## src/rtl/cpu_multicycle.sv

```systemverilog
// Multi-cycle MIPS-subset CPU. It executes one instruction at a time through
// FETCH/DECODE/EXEC/MEM/WB. Instruction and data accesses share one memory
// port that uses a req/ack handshake, so the memory may insert any number of
// wait states.
//
// Handshake: mem_req/mem_we/mem_addr/mem_wdata are decoded from registered
// state only and hold steady until the edge where mem_ack is sampled high.
// Each ack completes exactly one request. An ack while mem_req is low is
// ignored. While rst is high, mem_req and mem_we are forced low and any ack
// has no effect.
module cpu_multicycle #(
    parameter int          REG_N    = 32,
    parameter int          ADDR_W   = 32,
    parameter logic [31:0] RESET_PC = 32'h0
) (
    input  logic              clk,
    input  logic              rst,
    output logic              mem_req,
    output logic              mem_we,
    output logic [ADDR_W-1:0] mem_addr,
    output logic [31:0]       mem_wdata,
    input  logic [31:0]       mem_rdata,
    input  logic              mem_ack,
    output logic [ADDR_W-1:0] pc,
    output logic [2:0]        state,
    output logic              halted
);

    localparam int IDX_W = $clog2(REG_N);
    // Register-index bits above the implemented range. An index with any of
    // these bits set reads as zero, and a write to it is dropped.
    localparam logic [4:0] HI_MASK = 5'(~((32'd1 << IDX_W) - 32'd1));

    typedef enum logic [2:0] {
        S_FETCH  = 3'd0,
        S_DECODE = 3'd1,
        S_EXEC   = 3'd2,
        S_MEM    = 3'd3,
        S_WB     = 3'd4,
        S_HALT   = 3'd5
    } state_t;

    typedef enum logic [2:0] {
        C_RTYPE, C_ADDI, C_LW, C_SW, C_BEQ, C_J, C_ILL
    } cls_t;

    state_t             state_q, state_d;
    cls_t               cls;
    logic [ADDR_W-1:0]  pc_q;
    logic [31:0]        ir_q, a_q, b_q, alu_q, mdr_q;
    logic [31:0]        regs [REG_N];

    // Instruction fields
    logic [5:0]  op, funct;
    logic [4:0]  rs, rt, rd;
    logic [15:0] imm16;
    logic [25:0] imm26;
    logic [31:0] sext_imm, br_off32, pc_ext, j_target;
    logic [31:0] rs_val, rt_val, alu_res, wr_data;
    logic [4:0]  wr_idx;
    logic        wr_en;

    assign op       = ir_q[31:26];
    assign rs       = ir_q[25:21];
    assign rt       = ir_q[20:16];
    assign rd       = ir_q[15:11];
    assign funct    = ir_q[5:0];
    assign imm16    = ir_q[15:0];
    assign imm26    = ir_q[25:0];
    assign sext_imm = {{16{imm16[15]}}, imm16};
    assign br_off32 = {{14{imm16[15]}}, imm16, 2'b00};
    assign pc_ext   = 32'(pc_q);
    assign j_target = (pc_ext & 32'hF000_0000) | {4'b0000, imm26, 2'b00};

    assign pc        = pc_q;
    assign state     = state_q;
    assign halted    = (state_q == S_HALT);
    assign mem_wdata = b_q;

    function automatic logic idx_ok(input logic [4:0] idx);
        return ((idx & HI_MASK) == 5'd0) && (idx != 5'd0);
    endfunction

    // Classify the held instruction. halt and every unsupported encoding map to C_ILL.
    always_comb begin
        cls = C_ILL;
        case (op)
            6'h00: begin
                case (funct)
                    6'h20, 6'h22, 6'h24, 6'h25, 6'h2A: cls = C_RTYPE;
                    default:                           cls = C_ILL;
                endcase
            end
            6'h08:   cls = C_ADDI;
            6'h23:   cls = C_LW;
            6'h2B:   cls = C_SW;
            6'h04:   cls = C_BEQ;
            6'h02:   cls = C_J;
            default: cls = C_ILL;
        endcase
    end

    // Register-file read ports. Register 0 and out-of-range indices read as zero.
    always_comb begin
        rs_val = '0;
        rt_val = '0;
        if (idx_ok(rs)) rs_val = regs[rs[IDX_W-1:0]];
        if (idx_ok(rt)) rt_val = regs[rt[IDX_W-1:0]];
    end

    // ALU for the R-type functions and addi. Arithmetic wraps, with no overflow trap.
    always_comb begin
        alu_res = a_q + sext_imm;
        if (cls == C_RTYPE) begin
            case (funct)
                6'h20:   alu_res = a_q + b_q;
                6'h22:   alu_res = a_q - b_q;
                6'h24:   alu_res = a_q & b_q;
                6'h25:   alu_res = a_q | b_q;
                6'h2A:   alu_res = {31'd0, $signed(a_q) < $signed(b_q)};
                default: alu_res = a_q + b_q;
            endcase
        end
    end

    // Write-back target selection: rd for R-type, rt for addi and lw.
    always_comb begin
        wr_idx  = (cls == C_RTYPE) ? rd : rt;
        wr_data = (cls == C_LW) ? mdr_q : alu_q;
        wr_en   = idx_ok(wr_idx);
    end

    // FSM next state and memory-port outputs, all decoded from registered state.
    always_comb begin
        state_d  = state_q;
        mem_req  = 1'b0;
        mem_we   = 1'b0;
        mem_addr = pc_q;
        case (state_q)
            S_FETCH: begin
                mem_req = 1'b1;
                if (mem_ack) state_d = S_DECODE;
            end
            S_DECODE: state_d = S_EXEC;
            S_EXEC: begin
                case (cls)
                    C_RTYPE, C_ADDI: state_d = S_WB;
                    C_LW, C_SW:      state_d = S_MEM;
                    C_BEQ, C_J:      state_d = S_FETCH;
                    default:         state_d = S_HALT;
                endcase
            end
            S_MEM: begin
                mem_req  = 1'b1;
                mem_we   = (cls == C_SW);
                mem_addr = alu_q[ADDR_W-1:0];
                if (mem_ack) state_d = (cls == C_SW) ? S_FETCH : S_WB;
            end
            S_WB:    state_d = S_FETCH;
            S_HALT:  state_d = S_HALT;
            default: state_d = S_HALT;
        endcase
        if (rst) begin
            mem_req = 1'b0;
            mem_we  = 1'b0;
        end
    end

    // FSM state register
    always_ff @(posedge clk) begin
        if (rst) state_q <= S_FETCH;
        else     state_q <= state_d;
    end

    // Datapath registers and register file, updated per the current FSM state.
    always_ff @(posedge clk) begin
        if (rst) begin
            pc_q  <= RESET_PC[ADDR_W-1:0];
            ir_q  <= '0;
            a_q   <= '0;
            b_q   <= '0;
            alu_q <= '0;
            mdr_q <= '0;
            for (int i = 0; i < REG_N; i++) regs[i] <= '0;
        end else begin
            case (state_q)
                S_FETCH: begin
                    if (mem_ack) begin
                        ir_q <= mem_rdata;
                        pc_q <= pc_q + ADDR_W'(4);
                    end
                end
                S_DECODE: begin
                    a_q <= rs_val;
                    b_q <= rt_val;
                end
                S_EXEC: begin
                    case (cls)
                        C_RTYPE, C_ADDI: alu_q <= alu_res;
                        C_LW, C_SW:      alu_q <= a_q + sext_imm;
                        C_BEQ: if (a_q == b_q) pc_q <= pc_q + br_off32[ADDR_W-1:0];
                        C_J:             pc_q <= j_target[ADDR_W-1:0];
                        default: ;
                    endcase
                end
                S_MEM: begin
                    if (mem_ack && cls == C_LW) mdr_q <= mem_rdata;
                end
                S_WB: begin
                    if (wr_en) regs[wr_idx[IDX_W-1:0]] <= wr_data;
                end
                default: ;
            endcase
        end
    end

endmodule

```

## config.mk

```make
export PLATFORM = sky130hd
export DESIGN_NAME = cpu_multicycle
export DESIGN_NICKNAME = d
export VERILOG_FILES = /design/src/rtl/cpu_multicycle.sv
export SDC_FILE = /design/constraint.sdc
export NUM_CORES = 2
export LEC_CHECK = 0
export BUFFER_PORTS_ARGS = -buffer_cell sky130_fd_sc_hd__buf_2
export CAP_MARGIN = 20
export CORE_MARGIN = 10
export CORE_UTILIZATION = 40
export CTS_CLUSTER_SIZE = 20
export DETAILED_ROUTE_END_ITERATION = 16
export SLEW_MARGIN = 0
export SYNTH_ARGS = -nofsm -noshare
export SYNTH_HDL_FRONTEND = slang
export SYNTH_SLANG_ARGS = --single-unit
```

## constraint.sdc

```tcl
create_clock -name clk -period 10.4 [get_ports clk]
set_clock_uncertainty 0.2 [all_clocks]
set_input_delay 0.52 -clock clk [delete_from_list [all_inputs] [get_ports clk]]
set_output_delay 0.52 -clock clk [all_outputs]
set_load 0.02 [all_outputs]
```

Word level (Yosys, flattened, before mapping)
Memory sizes are Yosys's and may differ from the RTL's. A register that Yosys moved wholly into a read port is not among the register bits.
Cells that the tools add are included.
{"block": "word_totals", "reg_bits": 195, "ram_bits": 1024, "out_inout_bits": 102, "mem_count": 1}
{"name": "regs", "depth": 32, "word_bits": 32, "rd": 2, "rd_clocked_by_memory_dff": 2, "write_ports": 32, "line_no": "51", "rtl": "logic [31:0] regs [REG_N];"}
{"block": "op_classes", "n_addsub": 5, "order_cmp": 1, "n_eq_ne": 25, "muxes": 36, "bitwise": 3, "n_reduce_logical": 20}
{"cell": "$mux 32", "count": 8}
{"cell": "$pmux 32 s2", "count": 3}
{"cell": "$pmux 32 s4", "count": 1}
{"cell": "$add 32x32->32", "count": 3}
{"cell": "$eq 6x6->1 const B", "count": 7}
{"cell": "$add 32x3->32 const B", "count": 1}
{"cell": "$and 32x32->32", "count": 1}
{"cell": "$eq 32x32->1", "count": 1}
{"cell": "$lt 32x32->1", "count": 1}
{"cell": "$or 32x28->32", "count": 1}
{"cell": "$or 32x32->32", "count": 1}
{"cell": "$reduce_or 32->1", "count": 1}
{"cell": "$sub 32x32->32", "count": 1}
{"cell": "$mux 5", "count": 6}
{"cell": "$pmux 3 s6", "count": 1}
{"cell": "$pmux 3 s5", "count": 1}
{"cell": "$reduce_bool 5->1", "count": 3}
{"cell": "$eq 3x2->1 const B", "count": 4}
{"cell": "$eq 3x3->1 const B", "count": 4}
{"cell": "$mux 3", "count": 4}
{"cell": "$mux 1", "count": 11}
{"cell": "$pmux 3 s3", "count": 1}
{"cell": "$reduce_and 2->1", "count": 4}
{"cell": "$reduce_or 2->1", "count": 4}
{"cell": "other kinds (12)", "count": 17}

Longest topological paths before layout
{"block": "logic_depth", "ltp_word": 13, "ltp_mapped": 14, "mapped_depth_nobuf": 14}

Worst setup path before layout
No wires, ideal clock.
{"block": "synth_timing", "kind": "flip-flop to flip-flop", "start": "register ir_q[2]", "end": "memory regs[1][0] (enable)", "setup_ns": 0.389, "arrival_time_ns": 3.289, "setup_slack_ns": 6.522, "path_stages_with_launch": 12, "path_buffers": 2, "path_cell_list": "dfxtp_1 mux2_1 a211o_1 a221o_2 or2_4 buf_6 nand2_1 nand2_1 nor2_2 nand2_4 buf_6 nand2_1"}
{"item": "from (decl)", "line_no": "50", "rtl": "logic [31:0] ir_q, a_q, b_q, alu_q, mdr_q;"}
{"item": "from (signal assigned)", "line_no": "189", "rtl": "ir_q <= mem_rdata;"}
{"item": "to (decl)", "line_no": "51"}

==> summary.md <==
| Metric | Value |
|---|---|
| Antenna-violating nets left | 0 |
| WL per Instance | 31.2 µm |
| WL final | 244 mm |
| Clock root cell | clkbuf_16 |
| Std cell rows | 152 |
| Filler instances | 15300 |
| Max-Cap Viols | 0 |
| CP arrival | 5.93 ns |
| Post-synthesis cell area | 68700 µm² |
| Share of post-route cells with drive strength above 1 | 0.215 |
| Largest cells by area after synthesis | edfxtp_1, mux4_2, nor2_1 |
| Setup CP Type | flop to flop |
| Postcts setup bufs | 0 |
| Mean Syn Cell Area | 12.4 µm² |
| Vias in the first global route | 46400 |
| Vias per std cell | 6.32 |
| CTS H-tree lvls | 4 |
| DIE HEIGHT | 435 µm |
| Core Area | 171000 µm² |
| Count leader, synth | nor2_1 |
| Crit. End Element | flop |
| Critical Path Slowest Stage Cell | nor4_1 |
| Die area | 189000 µm² |
| Fin. max-slew vios | 0 |
| Post-DP HPWL | 164 mm |
| Synth async-reset ratio | 0 |
| Largest net degree at the start of global routing | 109 |
| RSZ-0062 raised after global routing | no |
| Total grt overflow | 0 |
| Crit path cell chain | inv_1 -> ha_1 -> nor4_1 -> nand3_1 -> nor4_1 -> or4_1 -> nand3_1 -> a21boi_4 -> nand2_2 -> nand2_1 -> a21oi_1 -> dlygate4sd3_1 |
| Run status | finished clean |
| Slew @ Worst Pin | 1.15 ns |
| Worst skew pair latency | 0.79 ns |
| Final Hold Fails | 0 |
| Worst hold path type | flop to flop |
| Residual DRC | 0 |
| Top Ports | 137 |
| Final RePlAce weighted congestion | 1.04 |
| CTS tree | yes |
| Design Power | 12500 µW |
| Post-synth top cells | nor2_1, edfxtp_1, mux4_2 |
| Worst path bufs/invs | 2 |
| Slew HR | 0.236 |
| Nets | 5661 |
| Die width | 435 µm |
| Cells after Synth | 5525 |
| Initial drt markers | 7496 |
| Post-synth top area share | 0.447 |
| Syn. warnings | 0 |
| Yosys cell types | 92 |
| Cell Pwr Density | 165 nW/µm² |
| Layout area overhead | 10.5% |
| Input/output buffers | 134 |
| First drt pass iteration count | 7 |
| VDD IR-drop max | 0.000138 V |
| Pleak | 0.0249 µW |
| GRT Util Overall | 0.252 |
| Post-synth EDFFs | 1024 |
| Post-layout min period | 5.47 ns |
| Predominant post-synthesis flop cell | edfxtp_1 |
| Storage cell area | 34800 µm² |
| Crit-path max FO | 35 |
| Period utilisation layout | 0.526 |
| Maximum clock path buffer count | 3 |
| Initial Utilization | 0.402 |
| Area of the multi-input gates | 31700 µm² |
| First-pass GRT wire length | 343 mm |
| WP data required | 10.86 ns |
| Setup violators final | 0 |
| Fmax achieved | 183 MHz |
| Worst path top cell family by delay | simple AND/OR/NAND/NOR gates |
| Register area share after synthesis | 0.507 |
| Clock sink count | 1227 |
| Max stage delay on crit path | 0.87 ns |
| Via count | 49300 |
| Leading area contributor after synthesis | edfxtp_1 |
| Worst hold slack | 0.288 ns |
| Yosys reg bits | 1227 |
| Post-route setup TNS | 0 ns |
| CP Launch Type | flop |
| Antenna violations before repair | 17 |
| CTS Buf Count | 135 |
| Clk slew on worst S/H paths | 0.06 ns |
## power breakdown
group / switching, µW / internal, µW / total [µW] / leakage (µW)
Sequential: 185 / 5490 / 5680 / 0.0122
Clock: 2070 / 2730 / 4790 / 0.00208
Combinational: 1310 / 760 / 2070 / 0.0106
## flip-flops by register name, summed over array words and instances (netlist names), named ones only
name	cells
regs	1024
mem_wdata	32
alu_q	32
a_q	32
pc	30
ir_q	32
mdr_q	32
state	3
## through the flow
step                      cells   util  setup WS [ns]  instance area (µm²)
final                      7802  0.444           4.93                75900
after global routing       7801  0.444           4.90                75900
after CTS                  7797  0.443           5.09                75900
after detailed placement   7518  0.416           5.17                71200
after global placement     7517  0.416           5.21                71100
after floorplan            5558      -           6.52                68900
## kinds of logic (layout without fill, tap and decap cells)
family / after synthesis / in the layout / synth area share
and+or+nand+nor: 1943 / 1943 / 0.118
DFF: 1227 / 1227 / 0.507
AOI/OAI and AO/OA: 770 / 770 / 0.0703
muxes: 752 / 752 / 0.226
buffers and inverters: 615 / 624 / 0.0422
adders and majority gates: 161 / 161 / 0.0297
xor gates and xnor gates: 56 / 56 / 0.00714
other: 1 / 36 / 0.0000546
## final timing paths
check / startpoint / slack (ns) / end / cells after the start
hold reg to reg: mdr_q[20]$_SDFFE_PP0P_ / 0.29 / mdr_q[20]$_SDFFE_PP0P_ / 2
setup reg to reg: mem_wdata[27]$_SDFFE_PP0N_ / 4.93 / ir_q[15]$_SDFFE_PP0P_ / 12
hold / removal: mdr_q[20]$_SDFFE_PP0P_ / 0.29 / mdr_q[20]$_SDFFE_PP0P_ / 2
setup / recovery: mem_wdata[27]$_SDFFE_PP0N_ / 4.93 / ir_q[15]$_SDFFE_PP0P_ / 12
## what timing repair did
action,CTS,global route
hold buffers,40,0
hold endpoints to repair,85,0
resized for setup,0,0
## cell usage in the layout, fill, tap and decap left out, types with 19 or more instances in the layout
master         Yosys  final
nor2_1          1285   1281
edfxtp_1        1024   1024
mux4_2           640    640
nand2_1          381    348
a21oi_1          309    309
dfxtp_1          203    191
ha_1             157    157
clkbuf_16          0    141
o21ai_0          136    135
buf_2             44    133
inv_1            126    126
mux2i_1          109     77
buf_4              3     75
nor3_1            52     50
nand3_1           40     40
dlygate4sd3_1      0     40
nand2_2            6     39
a211oi_1          37     37
xnor2_1           37     37
conb_1             1     34
mux2i_4            1     33
a21o_1            33     32
clkinv_1           0     31
a31oi_1           26     26
clkbuf_1         295     26
nand2_4           24     24
o211ai_1          23     23
o22ai_1           22     22
o21bai_1          23     22
nand2b_1          21     21
xor2_1            19     19
nor4_1            19     19
## worst min-delay path, cell delays in order, from the launching register on
cell and delay [ns]:
dfxtp_1 0.33, nand2_1 0.06, a21oi_1 0.05
## routing by layer
metal  global-route usage  wire length (µm)
met2                0.359            103000
met1                0.348             94100
met4                0.107             12300
met3               0.0898             34500
met5                    0                30
## layout make-up
class	instances	area share
timing repair buffer	258	0.0242
inverter	127	0.00628
clock buffer	174	0.0490
sequential	1227	0.459
antenna	2	0.0000659
tap	2233	0.0368
multi-input combinational	3716	0.417
clock inverter	65	0.00771
No activity file was read; power rests on OpenSTA's default activity.
